[config.mk]
export PLATFORM = sky130hd
export DESIGN_NAME = display_arbiter
export DESIGN_NICKNAME = d
export VERILOG_FILES = /design/src/rtl/display_arbiter.sv
export SDC_FILE = /design/constraint.sdc
export NUM_CORES = 1
export LEC_CHECK = 0
export CORE_ASPECT_RATIO = 0.75
export CORE_MARGIN = 2
export CORE_UTILIZATION = 45
export CTS_BUF_LIST = sky130_fd_sc_hd__clkbuf_2 sky130_fd_sc_hd__clkbuf_4 sky130_fd_sc_hd__clkbuf_8
export CTS_CLUSTER_SIZE = 10
export DETAILED_ROUTE_END_ITERATION = 12
export PLACE_DENSITY = 0.77
export RECOVER_POWER = 100
export SYNTH_ARGS = -nofsm -noshare
export SYNTH_HDL_FRONTEND = slang
export SYNTH_SLANG_ARGS = --single-unit
[constraint.sdc]
create_clock -name clk_500Hz -period 6.6 [get_ports clk_500Hz]
set_input_delay 0.66 -clock clk_500Hz [delete_from_list [all_inputs] [get_ports clk_500Hz]]
set_output_delay 0.66 -clock clk_500Hz [all_outputs]
set_load 0.05 [all_outputs]
[src/rtl/display_arbiter.sv]
// Display arbiter for the reaction game's 4-digit seven-segment display.
// Picks menu, timer, result or score content with priority, dwell and blink.
//
// Ports:
//   clk_500Hz, rst            display clock, async active-high reset
//   req_menu, menu_mode       menu request and selected difficulty
//   req_timer, timer_val      live reaction timer request and value
//   res_pulse, res_val        one-cycle result strobe and value
//   req_score, score_val      high score request and value
//   number, select, mode      digit multiplexer inputs
//   blank                     1 = all digits dark
//   res_ack                   one-cycle acknowledge of a captured result
module display_arbiter #(
  parameter int NUM_W        = 14,
  parameter int HOLD_TICKS   = 250,
  parameter int RESULT_TICKS = 1000,
  parameter int BLINK_TICKS  = 125
) (
  input  logic             clk_500Hz,
  input  logic             rst,
  input  logic             req_menu,
  input  logic [1:0]       menu_mode,
  input  logic             req_timer,
  input  logic [NUM_W-1:0] timer_val,
  input  logic             res_pulse,
  input  logic [NUM_W-1:0] res_val,
  input  logic             req_score,
  input  logic [NUM_W-1:0] score_val,
  output logic [NUM_W-1:0] number,
  output logic [1:0]       select,
  output logic [1:0]       mode,
  output logic             blank,
  output logic             res_ack
);

  localparam int HW = (HOLD_TICKS > 1) ? $clog2(HOLD_TICKS) : 1;
  localparam int RW = (RESULT_TICKS > 1) ? $clog2(RESULT_TICKS) : 1;
  localparam int BW = (BLINK_TICKS > 1) ? $clog2(BLINK_TICKS) : 1;

  localparam logic [2:0] S_IDLE   = 3'd0;
  localparam logic [2:0] S_MENU   = 3'd1;
  localparam logic [2:0] S_TIMER  = 3'd2;
  localparam logic [2:0] S_RESULT = 3'd3;
  localparam logic [2:0] S_SCORE  = 3'd4;

  logic [2:0]       state, nxt, want, tgt;
  logic [HW-1:0]    hold_cnt, hold_n;
  logic [RW-1:0]    res_cnt, res_n;
  logic [BW-1:0]    blink_cnt, blink_n;
  logic [NUM_W-1:0] res_latch, latch_n;
  logic [NUM_W-1:0] number_n;
  logic [1:0]       select_n, mode_n;
  logic             blank_n, ack_n;
  logic             holding;

  // Preemption rank of the non-result sources; IDLE ranks lowest.
  function automatic logic [1:0] rank(input logic [2:0] s);
    case (s)
      S_TIMER: rank = 2'd3;
      S_SCORE: rank = 2'd2;
      S_MENU:  rank = 2'd1;
      default: rank = 2'd0;
    endcase
  endfunction

  always_comb begin
    want = S_IDLE;
    priority case (1'b1)
      req_timer: want = S_TIMER;
      req_score: want = S_SCORE;
      req_menu:  want = S_MENU;
      default:   want = S_IDLE;
    endcase
  end

  assign holding = (state == S_MENU || state == S_TIMER ||
                    state == S_SCORE) && (hold_cnt != '0);

  always_comb begin
    nxt      = state;
    tgt      = state;
    hold_n   = hold_cnt;
    res_n    = res_cnt;
    blink_n  = blink_cnt;
    latch_n  = res_latch;
    number_n = number;
    select_n = select;
    mode_n   = mode;
    blank_n  = blank;
    ack_n    = 1'b0;
    if (res_pulse) begin
      nxt      = S_RESULT;
      latch_n  = res_val;
      res_n    = RW'(RESULT_TICKS - 1);
      blink_n  = '0;
      hold_n   = '0;
      blank_n  = 1'b0;
      ack_n    = 1'b1;
      number_n = res_val;
      select_n = 2'd2;
    end else if (state == S_RESULT && res_cnt != '0) begin
      res_n = res_cnt - 1'b1;
      if (blink_cnt == BW'(BLINK_TICKS - 1)) begin
        blink_n = '0;
        blank_n = ~blank;
      end else begin
        blink_n = blink_cnt + 1'b1;
      end
    end else begin
      // During a hold only a strictly higher rank may take over.
      tgt = want;
      if (holding && rank(want) <= rank(state))
        tgt = state;
      if (tgt == state)
        hold_n = (hold_cnt != '0) ? hold_cnt - 1'b1 : '0;
      else if (tgt == S_IDLE)
        hold_n = '0;
      else
        hold_n = HW'(HOLD_TICKS - 1);
      nxt = tgt;
      unique case (tgt)
        S_MENU: begin
          number_n = '0;
          select_n = 2'd0;
          mode_n   = menu_mode;
          blank_n  = 1'b0;
        end
        S_TIMER: begin
          number_n = timer_val;
          select_n = 2'd1;
          blank_n  = 1'b0;
        end
        S_SCORE: begin
          number_n = score_val;
          select_n = 2'd3;
          blank_n  = 1'b0;
        end
        default: begin
          number_n = '0;
          select_n = 2'd0;
          blank_n  = 1'b1;
        end
      endcase
    end
  end

  always_ff @(posedge clk_500Hz or posedge rst) begin
    if (rst) begin
      state     <= S_IDLE;
      hold_cnt  <= '0;
      res_cnt   <= '0;
      blink_cnt <= '0;
      res_latch <= '0;
      number    <= '0;
      select    <= 2'd0;
      mode      <= 2'd0;
      blank     <= 1'b1;
      res_ack   <= 1'b0;
    end else begin
      state     <= nxt;
      hold_cnt  <= hold_n;
      res_cnt   <= res_n;
      blink_cnt <= blink_n;
      res_latch <= latch_n;
      number    <= number_n;
      select    <= select_n;
      mode      <= mode_n;
      blank     <= blank_n;
      res_ack   <= ack_n;
    end
  end

endmodule

# Word level (Yosys, flattened, before mapping)
# Index checks and enable logic that the tools add are counted.
[totals]
output_inout_bits = 20
word_cells = 76
regBits = 48
in_bits = 50
[op_classes]
eq_ne = 14
addsub = 3
magnitude_cmp = 1
bitwise = 3
mux = 35
n_reduce_logical = 11
[ops]
columns = ["op", "n"]
rows = [
  ["2-to-1 mux 8 bit", 5],
  ["2-to-1 mux 14 bit", 2],
  ["case mux 14 bit (2 select lines)", 1],
  ["2-to-1 mux 3 bit", 7],
  ["2-to-1 mux 7 bit", 3],
  ["2-to-1 mux 10 bit", 2],
  ["== test 3 x 2 -> 1 bit (second input constant)", 4],
  ["2-to-1 mux 2 bit", 6],
  ["case mux 2 bit (3 select lines)", 2],
  ["nonzero test 10 bit", 1],
  ["subtractor 10 x 1 -> 10 bit (second input constant)", 1],
  ["== test 3 x 1 -> 1 bit (second input constant)", 3],
  ["== test 3 bit (second input constant)", 3],
  ["nonzero test 8 bit", 1],
  ["subtractor 8 x 1 -> 8 bit (second input constant)", 1],
  ["adder 7 x 1 -> 7 bit (second input constant)", 1],
  ["== test 7 bit (second input constant)", 1],
  ["2-to-1 mux 1 bit", 6],
  ["case mux 2 bit (2 select lines)", 1],
  ["== test 3 bit", 1],
  ["logical AND 1 bit", 3],
  ["zero test 3 bit", 1],
  ["!= test 3 x 2 -> 1 bit (second input constant)", 1],
  ["NOT 1 bit", 3],
  ["6 further kinds", 7],
]

# Logic depth before layout (Yosys ltp)
[depth]
word_depth = 17
depth_mapped = 12
mapped_depth_nobuf = 10

# Worst setup path after synthesis
# OpenSTA, ideal clock, no wires.
[synth_path]
path_type = "input-to-reg"
startpoint = "input port req_timer"
endpoint = "register number[2]"
t_required_ps = 6473
n_path_buf = 2
setup_ps = 127
arrival_time_ps = 2756
path_stages = 11
slack_ps = 3717
cell_sequence = "clkbuf_1 nor2_1 inv_1 ha_1 nor2b_1 o21ai_1 nor3b_1 o221ai_1 buf_2 a221oi_1 nor2_1"
[synth_via]
elab_chain_cells = 14
word_cells_on_any_way = 17
classes_between = "1 x order compare; 5 x eq/ne; 10 x mux; 1 x reduce/logical"
[synth_rtl]
columns = ["element", "line_no", "source"]
rows = [
  ["start: declaration", "23", "input logic req_timer,"],
  ["2-to-1 mux 3 bit *", "68", "priority case (1'b1)"],
  ["== test 3 x 1 -> 1 bit (tied with other cells)", "58", "case (s)"],
  ["case mux 2 bit (3 select lines)", "58", ""],
  ["2-to-1 mux 2 bit", "101", "end else if (state == S_RESULT && res_cnt != '0) begin"],
  ["2-to-1 mux 2 bit", "91", "if (res_pulse) begin"],
  ["less-or-equal comparator 2 bit", "112", "if (holding && rank(want) <= rank(state))"],
  ["logical AND 1 bit", "112", ""],
  ["2-to-1 mux 3 bit *", "112", ""],
  ["2-to-1 mux 3 bit *", "101", ""],
  ["2-to-1 mux 3 bit *", "91", ""],
  ["== test 3 bit or == test 3 x 2 -> 1 bit (tied branches)", "121", "unique case (tgt)"],
  ["case mux 14 bit (2 select lines) *", "121", ""],
  ["2-to-1 mux 14 bit *", "101", ""],
  ["2-to-1 mux 14 bit *", "91", ""],
  ["end signal: assignment", "165", "number <= number_n;"],
  ["end: declaration", "29", "output logic [NUM_W-1:0] number,"],
]
# Every way passes the cells marked *; elsewhere a longest branch is shown, timed or not. The select of a mux whose other input is x is not followed.
# A chain may end at the register's enable or synchronous reset.

# Final worst setup path
[layout_path]
startpoint = "register res_cnt[5]"
endpoint = "register hold_cnt[6]"
[layout_via]
elab_chain_cells = 3
[layout_rtl]
columns = ["element", "line_no", "source"]
rows = [
  ["start: declaration", "48", "logic [RW-1:0] res_cnt, res_n;"],
  ["start signal: assignment", "162", "res_cnt <= res_n;"],
  ["nonzero test 10 bit", "101", ""],
  ["logical AND 1 bit", "101", ""],
  ["!= test 2 bit (no source line)", "--", ""],
  ["end signal: assignment", "161", "hold_cnt <= hold_n;"],
  ["end: declaration", "47", "logic [HW-1:0] hold_cnt, hold_n;"],
]
# Every way passes these cells.

==> run metrics <==
worst voltage drop across the vdd grid=0.139 mV; number of antenna violations at the first check in global routing=0; Setup Total Neg Slack=0 ns; Pleak=1.47 nW; number of distinct library cells after synthesis=58; max-cap viol count=3; fraction of post-synthesis cell area in the top cell type by area=41.0%; wire length reported by the detailed router=7.07 mm; launching instance or port of the critical path=res_cnt[5]; post-CTS resize count=0; leading area contributor after synthesis=dfrtp_1; area added between synthesis and finish=27.9%; boundary pin count=70; Placed Instance Area=0.00361 sq mm; number of global-route vias before repair=2436; per-instance average area after synthesis=9.01 sq um; shortest period the worst path allows=4.29 ns; post-DP HPWL=4.96 mm; first-pass iteration count of the detailed router=5; reg2reg start=res_cnt[5]; fill cell instance count of the final layout=562; Diodes inserted=0; final non-filler cell total=462; CP startpoint kind=flip-flop; Final Setup Violations=0; Max Buffers Root-to-Sink=2; worst setup skew after layout=0.00215 ns; insertion delay to the later sink of the worst-skew pair=0.30 ns; setup fix buffers added after clock tree synthesis=0; total of buffers placed on input and output ports=69; worst slew pin tran=2.05 ns; data arrival at the endpoint of the critical path=4.48 ns; post-route antenna net violation count=0; routability congestion estimate=0.938; H-tree lvl count=2; cell type of the slowest stage on the worst timing path=o311ai_0; number of standard cells after synthesis=318; maximum achievable frequency=0.233 GHz; post-route fraction of the period consumed by the critical path=65.0%; met3 track utilization from global routing=3.93%; global routing usage summed across all routing layers=20.7%; post-synth design cell area=0.00287 sq mm; maximum fanout along the worst path=23; global-route met2 utilization=33.3%; NumNets Final=437; hold path startpoint=blink_cnt[6]; violations in the final reports=max-capacitance violations, max-slew violations; Routed WL per cell=15.3 microns; clock edge transition at the registers on the reported setup and hold paths=0.09 ns; vias after detailed routing=2617; DR DRC count=0; initial standard-cell utilization of the core=46.0%; leading cell types by total area after synthesis=dfrtp_1 (41%), nor2_1 (8.5%), a21oi_1 (4.9%), a221oi_2 (4.7%), ha_1 (3.1%); remaining max-slew budget at the tightest pin=-37.0%; count of pins over their slew limit=115; largest net degree at the start of global routing=55; synthesized flop and latch total=48; total nets after synthesis=375; delay of the slowest critical-path stage=1.62 ns; setup repair after global routing missed its margin=false; critical path required time=6.80 ns; per-cell via count in the routed design=5.66; fraction of layout instances using a drive strength above 1=5.51%; placed cell count=454; Worst setup EP type=flip-flop; async set-or-reset flop fraction in the synthesized netlist=100%; final design instance area without fill=0.00367 sq mm; most heavily used metal layer in global routing=met2; site row count=25; die outline width=96.1 microns; CP delay by family, top=compound AO/OA/AOI/OAI gates; Worst Path Class, Setup=reg -> reg; post-cts hold buffer count=0; leading register cell type out of synthesis=dfrtp_1; clk sink count=48; yosys synthesis warning count=0; total core area=0.00622 sq mm; DRC marker count from the first detailed-route iteration=191; Util after Layout=58.9%; status=finished, violations left; Overflow after GRT=0; total CTS buffers=5; number of hold violations in the final report=0; global routing usage on met1=28.9%; ratio of total power to cell area=191 mW/mm^2; cell chain of the critical path=or4_1 -> o311ai_0 -> clkbuf_1 -> nor2_1 -> a22o_1; sequential share of the synthesized area=42.0%; wire length of the first global-routing pass=11.5 mm; vertical extent of the die=73.1 microns; number of enable flip-flop cells after synthesis=0; Die Outline Area=0.00703 sq mm; clock root buffer=clkbuf_8; clock tree from TritonCTS=yes; Buffers & Inverters on Critical Path=1; worst min path class=reg -> reg
[path summary, 6_finish.rpt]
check | endpoint | slack, ns | cells after the start
max in group asynchronous | number[6] | 4.21 | 2
min in group asynchronous | blink_cnt[5] | 1.36 | 2
worst max-delay path | hold_cnt[6] | 2.31 | 5
worst min register to register | blink_cnt[6] | 0.50 | 1
worst min-delay path | blink_cnt[6] | 0.50 | 1
worst max register to register | hold_cnt[6] | 2.31 | 5
[logic make-up after synthesis]
group | Yosys count | synth area share (%)
flip-flops | 48 | 42.0
XOR/XNOR | 9 | 2.75
multiplexers | 5 | 1.83
adder cells (fa/ha/maj) | 7 | 3.06
buffers and inverters | 31 | 4.63
AO/OA/AOI/OAI | 86 | 23.5
AND/OR/NAND/NOR | 132 | 22.3
[area by class of cell]
cell class                 count  area [sq um]  share of cell area [%]
tap                           81           101                    2.76
inverter                      15          56.3                    1.54
multi-input combinational    239          1480                    40.5
clock inverter                 1          30.0                   0.819
clock buffer                   7          96.3                    2.63
timing repair buffer          71           696                    19.0
sequential                    48          1200                    32.8
[registers in the layout, indices dropped and copies added, names as in the netlist]
register and count:
hold_cnt 8, mode 2, number 14, res_cnt 10
select 2, blink_cnt 7, blank 1, state 3
res_ack 1
[cells in the final DEF (no fill, tap or decap), types with 5 or more instances in the layout]
cell type	synthesis	final
a21oi_1	28	28
a221oi_1	5	9
a221oi_2	9	5
a31oi_1	5	5
clkbuf_8	0	7
clkdlybuf4s50_1	0	46
dfrtp_1	47	47
dlygate4sd3_1	0	22
ha_1	7	7
inv_1	14	15
nand2_1	17	17
nand2b_1	11	11
nand3_1	8	8
nor2_1	65	66
nor3_1	6	6
o21ai_0	10	11
xnor2_1	6	6
[layer usage]
metal  wire length, microns  vias to the layer above
met3                    510                        6
met1                   3250                     1248
met5                      0                        -
met2                   3270                       95
met4                     41                        0
li1                       -                     1268
[synth_stat cells (7+ instances only)]
cell type	number
ha_1	7
buf_2	7
a221oi_2	9
nand3_1	8
dfrtp_1	47
nand2b_1	11
clkbuf_1	8
o21ai_0	10
nand2_1	17
a21oi_1	28
nor2_1	65
inv_1	14
[through the flow]
stage	setup slack, ns	hold slack [ns]	total power, W
floorplan	3.72	0.460	0.000412
global placement	3.06	0.474	0.000475
detailed placement	2.93	0.487	0.000478
CTS	3.25	0.506	0.000710
global route	1.88	0.516	0.000730
finish	2.31	0.502	0.000699
[where the power goes]
group          leakage [nW]  total, W  internal, W  switching (W)
sequential            0.582  0.000319     0.000308      0.0000105
combinational         0.828  0.000148    0.0000599      0.0000878
clock                0.0645  0.000233     0.000134      0.0000991
Note: power is estimated with default switching activity, not from simulation.
